==> src/rtl/traffic_generator_burst_scheduler_if.sv <==
`default_nettype none
// ============================================================================
//  Module   : traffic_generator_burst_scheduler_if
//  Purpose  : Frame-request handshake between the burst scheduler and the
//             frame engine.
//  Signals  : frame_req_valid  scheduler -> engine, request one frame
//             frame_req_ready  engine -> scheduler, request accepted
//             frame_done       engine -> scheduler, one-cycle end-of-frame
//  Modports : master (scheduler side), slave (frame engine side)
//  Revision : 1.0  initial release
// ============================================================================
interface traffic_generator_burst_scheduler_if;
  logic frame_req_valid;
  logic frame_req_ready;
  logic frame_done;

  modport master (
    output frame_req_valid,
    input  frame_req_ready,
    input  frame_done
  );

  modport slave (
    input  frame_req_valid,
    output frame_req_ready,
    output frame_done
  );
endinterface
`default_nettype wire

==> src/rtl/traffic_generator_burst_scheduler.sv <==
`default_nettype none
// ============================================================================
//  Module   : traffic_generator_burst_scheduler
//  Purpose  : Paces the traffic generator's frame engine from the burst
//             profile (interframe gap, interburst gap, frames per burst,
//             total frames). Issues one frame request at a time, waits for
//             frame completion, times the following gap and reports progress.
//  Ports    : clk, rst            clock, synchronous active-high reset
//             run                 level enable
//             interframe_gap      idle cycles between frames in a burst
//             interburst_gap      idle cycles after the last frame of a burst
//             frames_per_burst    0 = single unbounded burst
//             total_frames        0 = continuous
//             req_if (master)     frame_req_valid / frame_req_ready / frame_done
//             busy, done          status (busy: REQ/TX/GAP, done: DONE)
//             frames_sent         frames completed this run
//             bursts_sent         bursts completed this run
//             done_err            sticky, frame_done seen outside TX
//             sec, nsec           PTP time (timestamp option only)
//             tx_sec, tx_nsec     time of the last accepted request
//  Options  : TRAFFIC_SCHED_TIMESTAMP_EN builds the request timestamp
//             registers; otherwise tx_sec/tx_nsec are tied to zero.
//  Revision : 1.0  initial release
// ============================================================================
module traffic_generator_burst_scheduler #(
  parameter int CNT_WIDTH = 32,
  parameter int GAP_WIDTH = 32
) (
  input  logic                 clk,
  input  logic                 rst,
  input  logic                 run,
  input  logic [GAP_WIDTH-1:0] interframe_gap,
  input  logic [GAP_WIDTH-1:0] interburst_gap,
  input  logic [CNT_WIDTH-1:0] frames_per_burst,
  input  logic [CNT_WIDTH-1:0] total_frames,
  traffic_generator_burst_scheduler_if.master req_if,
  output logic                 busy,
  output logic                 done,
  output logic [CNT_WIDTH-1:0] frames_sent,
  output logic [CNT_WIDTH-1:0] bursts_sent,
  output logic                 done_err,
  input  logic [47:0]          sec,
  input  logic [29:0]          nsec,
  output logic [47:0]          tx_sec,
  output logic [29:0]          tx_nsec
);

  typedef enum logic [2:0] {
    IDLE = 3'd0,
    REQ  = 3'd1,
    TX   = 3'd2,
    GAP  = 3'd3,
    DONE = 3'd4
  } state_t;

  state_t state_q, state_d;

  // Shadow copies of the profile, frozen at start so mid-run writes are ignored
  logic [GAP_WIDTH-1:0] ifg_q, ifg_d;
  logic [GAP_WIDTH-1:0] ibg_q, ibg_d;
  logic [CNT_WIDTH-1:0] fpb_q, fpb_d;
  logic [CNT_WIDTH-1:0] total_q, total_d;

  logic [GAP_WIDTH-1:0] gap_cnt_q, gap_cnt_d;
  logic [CNT_WIDTH-1:0] frames_q, frames_d;
  logic [CNT_WIDTH-1:0] bursts_q, bursts_d;
  logic [CNT_WIDTH-1:0] in_burst_q, in_burst_d;

  logic valid_q, valid_d;
  logic busy_q, busy_d;
  logic done_q, done_d;
  logic err_q, err_d;

  logic                 accept;
  logic [CNT_WIDTH-1:0] frames_inc;
  logic [CNT_WIDTH-1:0] in_burst_inc;
  logic                 last_frame;
  logic                 burst_end;
  logic [GAP_WIDTH-1:0] gap_sel;

  // valid_q is only ever high in REQ, so it alone qualifies the handshake
  assign accept       = valid_q & req_if.frame_req_ready;
  assign frames_inc   = frames_q + CNT_WIDTH'(1);
  assign in_burst_inc = in_burst_q + CNT_WIDTH'(1);
  assign last_frame   = (total_q != '0) && (frames_inc == total_q);
  assign burst_end    = (fpb_q != '0) && (in_burst_inc == fpb_q);
  assign gap_sel      = burst_end ? ibg_q : ifg_q;

  always_comb begin
    state_d    = state_q;
    ifg_d      = ifg_q;
    ibg_d      = ibg_q;
    fpb_d      = fpb_q;
    total_d    = total_q;
    gap_cnt_d  = gap_cnt_q;
    frames_d   = frames_q;
    bursts_d   = bursts_q;
    in_burst_d = in_burst_q;
    err_d      = err_q;

    case (state_q)
      IDLE: begin
        if (run) begin
          ifg_d      = interframe_gap;
          ibg_d      = interburst_gap;
          fpb_d      = frames_per_burst;
          total_d    = total_frames;
          frames_d   = '0;
          bursts_d   = '0;
          in_burst_d = '0;
          err_d      = 1'b0;
          state_d    = REQ;
        end
      end
      REQ: begin
        // An accept in the same cycle run falls still commits the frame
        if (accept) begin
          state_d = TX;
        end else if (!run) begin
          state_d = IDLE;
        end
      end
      TX: begin
        if (req_if.frame_done) begin
          frames_d   = frames_inc;
          in_burst_d = in_burst_inc;
          if (last_frame) begin
            if (burst_end) begin
              bursts_d   = bursts_q + CNT_WIDTH'(1);
              in_burst_d = '0;
            end
            state_d = DONE;
          end else if (!run) begin
            state_d = IDLE;
          end else begin
            if (burst_end) begin
              bursts_d   = bursts_q + CNT_WIDTH'(1);
              in_burst_d = '0;
            end
            // Counter is loaded with G-1 so GAP lasts exactly G cycles
            if (gap_sel == '0) begin
              state_d = REQ;
            end else begin
              gap_cnt_d = gap_sel - GAP_WIDTH'(1);
              state_d   = GAP;
            end
          end
        end
      end
      GAP: begin
        if (!run) begin
          state_d = IDLE;
        end else if (gap_cnt_q == '0) begin
          state_d = REQ;
        end else begin
          gap_cnt_d = gap_cnt_q - GAP_WIDTH'(1);
        end
      end
      DONE: begin
        if (!run) begin
          state_d = IDLE;
        end
      end
      default: state_d = IDLE;
    endcase

    // A completion outside TX is never counted, only flagged
    if (req_if.frame_done && (state_q != TX)) begin
      err_d = 1'b1;
    end

    // Status outputs are registered copies of the next state
    valid_d = (state_d == REQ);
    busy_d  = (state_d == REQ) || (state_d == TX) || (state_d == GAP);
    done_d  = (state_d == DONE);
  end

  always_ff @(posedge clk) begin
    if (rst) begin
      state_q    <= IDLE;
      ifg_q      <= '0;
      ibg_q      <= '0;
      fpb_q      <= '0;
      total_q    <= '0;
      gap_cnt_q  <= '0;
      frames_q   <= '0;
      bursts_q   <= '0;
      in_burst_q <= '0;
      valid_q    <= 1'b0;
      busy_q     <= 1'b0;
      done_q     <= 1'b0;
      err_q      <= 1'b0;
    end else begin
      state_q    <= state_d;
      ifg_q      <= ifg_d;
      ibg_q      <= ibg_d;
      fpb_q      <= fpb_d;
      total_q    <= total_d;
      gap_cnt_q  <= gap_cnt_d;
      frames_q   <= frames_d;
      bursts_q   <= bursts_d;
      in_burst_q <= in_burst_d;
      valid_q    <= valid_d;
      busy_q     <= busy_d;
      done_q     <= done_d;
      err_q      <= err_d;
    end
  end

  assign req_if.frame_req_valid = valid_q;
  assign busy                   = busy_q;
  assign done                   = done_q;
  assign frames_sent            = frames_q;
  assign bursts_sent            = bursts_q;
  assign done_err               = err_q;

`ifdef TRAFFIC_SCHED_TIMESTAMP_EN
  logic [47:0] tx_sec_q, tx_sec_d;
  logic [29:0] tx_nsec_q, tx_nsec_d;

  always_comb begin
    tx_sec_d  = tx_sec_q;
    tx_nsec_d = tx_nsec_q;
    if (accept) begin
      tx_sec_d  = sec;
      tx_nsec_d = nsec;
    end
  end

  always_ff @(posedge clk) begin
    if (rst) begin
      tx_sec_q  <= '0;
      tx_nsec_q <= '0;
    end else begin
      tx_sec_q  <= tx_sec_d;
      tx_nsec_q <= tx_nsec_d;
    end
  end

  assign tx_sec  = tx_sec_q;
  assign tx_nsec = tx_nsec_q;
`else
  logic unused_ts;
  assign unused_ts = ^{sec, nsec};
  assign tx_sec    = '0;
  assign tx_nsec   = '0;
`endif

endmodule
`default_nettype wire

==> src/flat_wrapper.sv <==
// flat-port wrapper written by rule: the top's interface ports become plain ports
module traffic_generator_burst_scheduler_flat 
#(
  parameter int CNT_WIDTH = 32,
  parameter int GAP_WIDTH = 32
)
  (clk, rst, run, interframe_gap, interburst_gap, frames_per_burst, total_frames, busy, done, frames_sent, bursts_sent, done_err, sec, nsec, tx_sec, tx_nsec, req_if_frame_req_valid, req_if_frame_req_ready, req_if_frame_done);
  traffic_generator_burst_scheduler_if req_if_i ();
  input  logic clk;
  input  logic rst;
  input  logic run;
  input  logic [GAP_WIDTH-1:0] interframe_gap;
  input  logic [GAP_WIDTH-1:0] interburst_gap;
  input  logic [CNT_WIDTH-1:0] frames_per_burst;
  input  logic [CNT_WIDTH-1:0] total_frames;
  output logic busy;
  output logic done;
  output logic [CNT_WIDTH-1:0] frames_sent;
  output logic [CNT_WIDTH-1:0] bursts_sent;
  output logic done_err;
  input  logic [47:0] sec;
  input  logic [29:0] nsec;
  output logic [47:0] tx_sec;
  output logic [29:0] tx_nsec;
  output wire logic [$bits(req_if_i.frame_req_valid)-1:0] req_if_frame_req_valid;
  input wire logic [$bits(req_if_i.frame_req_ready)-1:0] req_if_frame_req_ready;
  input wire logic [$bits(req_if_i.frame_done)-1:0] req_if_frame_done;
  assign req_if_frame_req_valid = req_if_i.frame_req_valid;
  assign req_if_i.frame_req_ready = req_if_frame_req_ready;
  assign req_if_i.frame_done = req_if_frame_done;
  traffic_generator_burst_scheduler #(.CNT_WIDTH(CNT_WIDTH), .GAP_WIDTH(GAP_WIDTH)) u_core (.clk(clk), .rst(rst), .run(run), .interframe_gap(interframe_gap), .interburst_gap(interburst_gap), .frames_per_burst(frames_per_burst), .total_frames(total_frames), .req_if(req_if_i), .busy(busy), .done(done), .frames_sent(frames_sent), .bursts_sent(bursts_sent), .done_err(done_err), .sec(sec), .nsec(nsec), .tx_sec(tx_sec), .tx_nsec(tx_nsec));
endmodule
==> config.mk <==
export PLATFORM = sky130hd
export DESIGN_NAME = traffic_generator_burst_scheduler_flat
export DESIGN_NICKNAME = d
export VERILOG_FILES = /design/src/rtl/traffic_generator_burst_scheduler_if.sv /design/src/rtl/traffic_generator_burst_scheduler.sv /design/src/flat_wrapper.sv
export SDC_FILE = /design/constraint.sdc
export NUM_CORES = 1
export LEC_CHECK = 0
export ABC_AREA = 1
export CAP_MARGIN = 0
export CORE_MARGIN = 1
export CORE_UTILIZATION = 31
export CTS_CLUSTER_DIAMETER = 200
export DETAILED_ROUTE_END_ITERATION = 8
export GPL_TIMING_DRIVEN = 0
export PLACE_DENSITY = 0.5
export SLEW_MARGIN = 30
export SYNTH_ARGS = -nofsm -noshare
export SYNTH_HDL_FRONTEND = slang
export SYNTH_SLANG_ARGS = --single-unit
==> constraint.sdc <==
create_clock -name clk -period 4.7 [get_ports clk]
set_clock_uncertainty 0.2 [all_clocks]
set_input_delay 0.47 -clock clk [delete_from_list [all_inputs] [get_ports clk]]
set_output_delay 0.47 -clock clk [all_outputs]
set_load 0.02 [all_outputs]
### After elaboration in Yosys (flattened, before gate mapping)

Index checks and enable logic that the tools add are counted.

* register bits: 263
* input port bits: 211

* add/subtract/negate cells: 5
* equality and inequality tests: 19
* multiplexer cells: 34
* bitwise operators: 1
* reduce and logical (&&, ||, !) cells: 19

Operators with widths (number)
* 32-bit two-way mux: 17
* 32-bit case mux with 2 select lines: 4
* 32-bit by 1-bit adder with 32-bit output, second input constant: 3
* 32-bit equality test: 2
* 32-bit zero test: 2
* 32-bit nonzero test: 2
* 32-bit by 1-bit subtractor with 32-bit output, second input constant: 2
* 3-bit two-way mux: 8
* 3-bit case mux with 5 select lines: 1
* 2-bit inequality test, second input constant: 7
* 3-bit by 2-bit equality test with 1-bit output, second input constant: 4
* 2-bit nonzero test: 4
* 7-bit AND reduction: 1
* 3-bit by 1-bit equality test with 1-bit output, second input constant: 2
* 3-bit equality test, second input constant: 2
* 3-bit by 2-bit inequality test with 1-bit output, second input constant: 2
* 2-bit AND reduction: 2
* 4-bit AND reduction: 1
* 1-bit logical AND: 3
* 3-bit zero test: 1
* 1-bit two-way mux: 3
* 3-bit AND reduction: 1
* 1-bit logical OR: 2
* 2-bit two-way mux: 1
* 1-bit bitwise AND: 1

### Longest topological paths before layout

Gate-level depths: netlist of run 1.

* word-level depth: 13
* mapped depth: 30
* depth with buffers taken out: 29

### Worst setup path after synthesis of run 1

Ideal clock, no wire load.

* path kind: register to register
* start point: reg u_core.in_burst_q[0]
* end point: reg u_core.gap_cnt_q[28]
* arrival: 2.980 ns
* slack: 1.411 ns
* cell stages (with the launch flop): 30
* buffers on the path: 0
* period minus slack after synthesis: 3.289 ns
* path through: dfxtp_1 -> ha_1 -> nand2_1 -> nor2_4 -> nand2_4 -> nor2_4 -> nand2_1 -> nand2_1 -> nand2_1 -> nand2_1 -> nand2_1 -> inv_1 -> nand2_1 -> nor2_1 -> nand2_4 -> inv_2 -> nand3_1 -> nand3_1 -> nand2_1 -> inv_1 -> ha_1 -> inv_1 -> nor2_1 -> nand2_1 -> nor2_2 -> nand2_1 -> nand2_1 -> nand3_2 -> nand2_1 -> inv_1

* word-level cells in the longest chain between the ends: 10
* elaborated cells on any way between the ends: 13
* those cells by class: add/sub (2); eq/ne (2); mux (6); reduce/logical (3)

RTL lines
* start: declaration: RTL line traffic_generator_burst_scheduler.sv:67 `logic [CNT_WIDTH-1:0] in_burst_q, in_burst_d;`
* start signal: assignment: RTL line traffic_generator_burst_scheduler.sv:202 `in_burst_q <= in_burst_d;`
* 32-bit by 1-bit adder with 32-bit output (*): RTL line traffic_generator_burst_scheduler.sv:84 `assign in_burst_inc = in_burst_q + CNT_WIDTH'(1);`
* 32-bit equality test (*): RTL line traffic_generator_burst_scheduler.sv:86 `assign burst_end = (fpb_q != '0) && (in_burst_inc == fpb_q);`
* 1-bit logical AND (*): RTL line traffic_generator_burst_scheduler.sv:86
* 32-bit two-way mux (*): RTL line traffic_generator_burst_scheduler.sv:87 `assign gap_sel = burst_end ? ibg_q : ifg_q;`
* 32-bit by 1-bit subtractor with 32-bit output: RTL line traffic_generator_burst_scheduler.sv:144 `gap_cnt_d = gap_sel - GAP_WIDTH'(1);`
* 32-bit two-way mux: RTL line traffic_generator_burst_scheduler.sv:141 `if (gap_sel == '0) begin`
* 32-bit two-way mux: RTL line traffic_generator_burst_scheduler.sv:133 `end else if (!run) begin`
* 32-bit two-way mux: RTL line traffic_generator_burst_scheduler.sv:127 `if (last_frame) begin`
* 32-bit two-way mux: RTL line traffic_generator_burst_scheduler.sv:124 `if (req_if.frame_done) begin`
* 32-bit case mux with 2 select lines: RTL line traffic_generator_burst_scheduler.sv:101 `case (state_q)`
* end signal: assignment: RTL line traffic_generator_burst_scheduler.sv:199 `gap_cnt_q <= gap_cnt_d;`
* end: declaration: RTL line traffic_generator_burst_scheduler.sv:64 `logic [GAP_WIDTH-1:0] gap_cnt_q, gap_cnt_d;`

Mark *: on every way between the ends. The rest lies on a longest branch, timed or not. The select of a mux whose other input is x is not followed.
A chain may end at the register's enable or synchronous reset.

### Worst setup path in the final report of run 1

* start point: reg u_core.in_burst_q[1]
* end point: reg u_core.gap_cnt_q[20]

Same word-level chain as after synthesis.

==> results of run 1 <==
-- tightest hold or removal path, stage by stage (launching register included) --
cell and delay [ps]:
dfxtp_1 290, inv_1 60, a21oi_1 50
-- per-stage QoR --
| step | std cells | cell area (um^2) |
|---|---|---|
| 2_1_floorplan | 2927 | 17600 |
| 3_3_place_gp | 3874 | 20500 |
| 3_5_place_dp | 3874 | 20500 |
| 4_1_cts | 3939 | 21900 |
| 5_1_grt | 3953 | 22100 |
| 6_report | 3953 | 22100 |
-- registers in the layout, summed over array words and instances, names as in the netlist --
signal and flops:
u_core.bursts_sent 32, u_core.fpb_q 32, u_core.frames_sent 32, u_core.gap_cnt_q 32
u_core.ibg_q 32, u_core.ifg_q 32, u_core.in_burst_q 32, u_core.total_q 32
u_core.state_q 3, u_core.busy 1, u_core.done 1, u_core.done_err 1
u_core.req_if.frame_req_valid 1
-- power breakdown --
part,switching (mW),internal [mW],total [mW]
sequential,0.0676,2.33,2.40
combinational,0.778,0.410,1.19
clock,1.15,1.99,3.14
total,1.99,4.73,6.73
-- repair_timing --
item | 4_1_cts | 5_1_grt
pin swaps | 0 | 10
buffers inserted | 0 | 14
setup endpoints to repair | 20 | 82
gates cloned | 0 | 0
gates resized for setup | 2 | 25
-- metal layers --
metal	part of all wire (%)	track usage, %
met4	2.4	7.23
met2	46	40.9
met3	5.6	3.09
met5	0	0
met1	46	33.4
-- synth_stat cells (all sizes together) (5+ instances only) --
library cell | number | area [um^2]
a21oi | 223 | 1150
buf | 97 | 732
clkbuf | 86 | 323
dfxtp | 263 | 5270
inv | 301 | 1130
nand2 | 877 | 3340
nand3 | 211 | 1090
nand3b | 11 | 82.6
nand4 | 79 | 494
nor2 | 363 | 1510
nor3 | 38 | 190
nor3b | 5 | 37.5
nor4 | 20 | 125
o21ai | 151 | 756
o21bai | 5 | 37.5
or2 | 19 | 119
xnor2 | 18 | 158
xor2 | 58 | 508
-- worst paths after layout --
| path | from | end |
|---|---|---|
| setup / recovery | u_core.in_burst_q[1] | u_core.gap_cnt_q[20] |
| hold / removal | u_core.ifg_q[28] | u_core.ifg_q[28] |
| setup reg to reg | u_core.in_burst_q[1] | u_core.gap_cnt_q[20] |
| hold reg to reg | u_core.ifg_q[28] | u_core.ifg_q[28] |
-- final cells by class --
cell class	instances	area, um^2	area share (%)
clock buffer	47	1030	4.68
sequential	263	5270	23.9
multi-input combinational	2179	10200	46.2
tap	748	936	4.24
timing repair buffer	213	2120	9.62
inverter	302	1140	5.15
clock inverter	18	309	1.40
buffer	183	1070	4.83
-- kinds of logic (layout without fill, tap and decap cells) --
| family | after synthesis | count (layout) |
|---|---|---|
| buf+inv | 485 | 763 |
| flops | 263 | 263 |
| simple gates | 1627 | 1627 |
| compound gates | 391 | 391 |
| fa+ha+maj | 4 | 4 |
| xor+xnor | 79 | 79 |
| other cells | 1 | 78 |
==> reports/qor.csv, run 1 <==
metric,value,unit
TritonCTS Sinks,263,
worst r2r path cells,23,
number of global-route vias before repair,18022,
"Power, Total",6.73,mW
via count,19245,
CTS tree,yes,
largest net degree at the start of global routing,13,
Final Cycle Share,93.8,%
hold slack,256,ps
cts-stage hold buffer count,0,
Adder-Cell Fraction of Synth Area,0.289,%
Max Slew Vio Count,0,
Max VDD drop,0.000221,V
CP endpoint kind,flip-flop,
Routability Congestion,0.946,
initial antenna violation count,0,
largest family of logic cells by synthesized area,simple AND/OR/NAND/NOR gates,
layout cells sized above 1,8.39,%
CP required,4930,ps
Routed Antenna Nets,0,
Syn Inst Count,2850,
"commonest non-fill, non-tap cell in the layout",nand2_1,
max incr delay on CP,470,ps
post-layout util,40.0,%
Leak Pwr,9.23,nW
most frequent CP cell,nand2_1,
PD cells,305,nW/um^2
grt ovf,0,
"Net count, final",3393,
critical path depth,23,
post-place setup slack,-41.1,ps
ys flop type,dfxtp_1,
final hold violations,0,
Site Rows,86,
hold path cells,2,
Critical Path Source Type,flip-flop,
most frequent cells in the layout,"860 x nand2_1, 329 x nor2_1, 297 x inv_1",
post-synthesis compound-gate area fraction,11.8,%
critical path class,reg -> reg,
crit path cell chain,"ha_1, nand2_1, nor2_4, nand2_1, nor2_4, nand3_1, nand3_1, nand2_1, inv_1, nand3_1, nor2_4, clkbuf_1, nand4_1, nand3_1, nand2_1, nand2_1, nor2_2, nand2_1, nor2_4, nand2_1, nand3_1, nor2_1, nor2_1",
XOR/XNOR Fraction of Synth Area,4.24,%
Max Fclk,227,MHz
Max-cap violations,0,
Max H-tree Level,2,
Crit path arrival time,4640,ps
fin worst setup slack,290,ps
Cell variety after synth,46,
asr flop ratio synth,0,%
CP max-delay cell,clkbuf_1,
Vias per Instance,4.87,
drt total wl,71500,um
crit path max fanout,10,
DRT Pass-1 Iters,5,
initial core utilization,31.4,%
"Buf+Inv Stages, Crit Path",2,
run status,finished clean,
setup TNS,0,ps
Max transition margin,33.3,%
"Clk Latency, worst-skew pair",560,ps
drt drc,0,
number of synthesized flops with an enable pin,0,
CP top delay family,simple AND/OR/NAND/NOR gates,
final setup vio count,0,
Final Critical Period,4410,ps
FILL cells,6075,
Worst-path clk slew,60,ps
die area,56700,um^2
CTS Root Cell,clkbuf_16,
Slew @ Worst Pin,997,ps
WL per Instance,18.1,um
io pins,357,
core area,55100,um^2
R2R setup slack,290,ps
Die H,238,um
post-synthesis sequential area ratio,30.5,%
Tightest Hold Check Type,reg -> reg,
CTS buffer count,36,
multiplexer area fraction after synthesis,0,%
Simple-Gate Fraction of Synth Area,40.6,%
first-pass GRT wire length,107000,um
CTS max path bufs,3,
post-synthesis cell area,17300,um^2
Syn Area/Cell,6.07,um^2
yosys warns,0,
antenna diode count,0,
Die X,238,um
Port Buffers,199,
"FF+latch count, synth",263,
All-Layer GR Usage,24.7,%
DRT iter0 DRCs,1424,
Area Growth Syn to Fin,27.6,%
DPL Wire Length,57300,um
Power figures use the tool's default switching activity.
==> run 2: changes to the inputs <==
- SKIP_LAST_GASP: not set -> 1
==> run 2 against run 1 <==
Effect of this change:
- first-iteration DRC count is 1.2% lower
- largest cell class unchanged
- via count is 0.54% lower
- critical path type unchanged
- maximum frequency is 0.78% lower
- critical path depth stayed put
- routed wire length hardly changed
- total power hardly changed
- utilization hardly changed
- combinational power hardly changed
==> reports/qor.csv, run 2 (synthesis results as in run 1) <==
metric,value,unit
run status,finished clean,
crit path max fanout,10,
"Net count, final",3393,
"commonest non-fill, non-tap cell in the layout",nand2_1,
FF-to-FF Start,u_core.in_burst_q[1],
DPL Wire Length,57300,um
Area Growth Syn to Fin,27.5,%
CTS max path bufs,3,
final setup vio count,0,
number of global-route vias before repair,18022,
final hold violations,0,
hold path startpoint,u_core.ifg_q[28],
hold slack,257,ps
CTS buffer count,36,
DRT Pass-1 Iters,5,
Clock Power Share,46.6,%
Placed Cells,3874,
first-pass GRT wire length,107000,um
DRT iter0 DRCs,1407,
hold path cells,2,
"Clk Latency, worst-skew pair",560,ps
initial antenna violation count,0,
CP max-delay cell,clkbuf_1,
Max-cap violations,0,
WHS Endpoint,u_core.ifg_q[28],
Critical Path Source Type,flip-flop,
FILL cells,6073,
die area,56700,um^2
Pint,4.73,mW
Max H-tree Level,2,
Max Fclk,225,MHz
WL per Instance,18.1,um
Final Critical Period,4450,ps
critical path class,reg -> reg,
Crit path arrival time,4670,ps
Max VDD drop,0.000220,V
via count,19141,
Die X,238,um
CP required,4930,ps
core area,55100,um^2
Max transition margin,30.9,%
Port Buffers,199,
Tightest Hold Check Type,reg -> reg,
most frequent cells in the layout,"861 x nand2_1, 329 x nor2_1, 297 x inv_1",
initial core utilization,31.4,%
Final Cycle Share,94.6,%
Reg-to-Reg End,u_core.gap_cnt_q[20],
RSZ-0062 raised after global routing,yes,
TritonCTS Sinks,263,
largest net degree at the start of global routing,13,
CTS tree,yes,
All-Layer GR Usage,24.7,%
io pins,357,
Die H,238,um
antenna diode count,0,
layout cells sized above 1,8.33,%
Leak Pwr,9.23,nW
grt ovf,0,
CTS Root Cell,clkbuf_16,
Worst-path clk slew,60,ps
post-layout util,40.0,%
part of the power in registers,35.7,%
Routed Antenna Nets,0,
most frequent CP cell,nand2_1,
Comb power frac,17.7,%
switching pwr,1.99,mW
Vias per Instance,4.84,
Slew @ Worst Pin,1030,ps
CP endpoint kind,flip-flop,
Site Rows,86,
setup TNS,0,ps
cts-stage hold buffer count,0,
PD cells,305,nW/um^2
R2R setup slack,250,ps
worst r2r path cells,23,
switch share,29.6,%
Routability Congestion,0.946,
drt drc,0,
Max Slew Vio Count,0,
crit path cell chain,"ha_1, nand2_1, nor2_4, nand2_1, nor2_4, nand3_1, nand3_1, nand2_1, inv_1, nand3_1, nor2_4, clkbuf_1, nand4_1, nand3_1, nand2_1, nand2_1, nor2_2, nand2_1, nor2_4, nand2_1, nand3_1, nor2_1, nor2_1",
drt total wl,71500,um
max incr delay on CP,500,ps
Post-Layout Cell Count,3953,
-- run 2: cell types whose count changed in the layout (fill, tap and decap cells not counted) --
cell      previous run  this run
nand2_1            860       861
nand2_2             13        12
buf_1                3         4
clkbuf_2             4         3
-- run 2: worst max path at each step --
stage                                  to  slack (ps)                   from
CTS                 u_core.bursts_sent[9]          10  u_core.frames_sent[0]
global placement     u_core.gap_cnt_q[25]         -70   u_core.in_burst_q[0]
detailed placement  u_core.bursts_sent[9]         -40   u_core.in_burst_q[0]
finish               u_core.gap_cnt_q[20]         250   u_core.in_burst_q[1]
floorplan            u_core.gap_cnt_q[28]        1410   u_core.in_burst_q[0]
global route         u_core.gap_cnt_q[20]         -50   u_core.in_burst_q[1]
-- run 2: worst max-delay path, delay by kind of cell, from the launching register on --
| kind | cells | cell delay, ps |
|---|---|---|
| adder cells (fa/ha/maj) | 1 | 200 |
| buffers and inverters | 2 | 560 |
| flip-flops | 1 | 390 |
| AND/OR/NAND/NOR | 20 | 2930 |
-- run 2: per-stage QoR --
| stage | total power, mW | setup WS (ps) | area, um^2 |
|---|---|---|---|
| floorplan | 3.17 | 1410 | 17600 |
| global placement | 3.60 | -67.3 | 20500 |
| detailed placement | 3.61 | -41.1 | 20500 |
| CTS | 6.76 | 11.3 | 21900 |
| global route | 7.00 | -46.7 | 22100 |
| finish | 6.73 | 255 | 22100 |
-- run 2: repair_timing --
item                       4_1_cts  5_1_grt
setup endpoints to repair       20       82
hold endpoints to repair         0        0
pin swaps                        0       10
resized for setup                2       23
buffers inserted                 0       14
gates cloned                     0        0
-- run 2: layout make-up --
class | count | area (um^2) | share of cell area, %
Tap cell | 748 | 936 | 4.24
Inverter | 302 | 1140 | 5.15
Clock inverter | 18 | 309 | 1.40
Buffer | 183 | 1060 | 4.83
Multi-Input combinational cell | 2179 | 10200 | 46.2
Sequential cell | 263 | 5270 | 23.9
Timing Repair Buffer | 213 | 2120 | 9.62
Clock buffer | 47 | 1030 | 4.68
-- run 2: metal layers --
metal | GRT usage (%) | up-vias | share of wire, %
met5 | 0 | - | 0
met1 | 33.4 | 8865 | 46
met2 | 40.9 | 530 | 46
li1 | - | 9655 | -
met3 | 3.09 | 91 | 5.2
met4 | 7.23 | 0 | 2.4
-- run 2: power groups by stage --
stage | sequential [mW] | combinational [mW] | clock (mW)
after global placement | 2.45 | 1.16 | 0
after CTS | 2.40 | 1.16 | 3.19
after floorplan | 2.43 | 0.735 | 0
final | 2.40 | 1.19 | 3.14
after global routing | 2.41 | 1.31 | 3.28
after detailed placement | 2.45 | 1.16 | 0
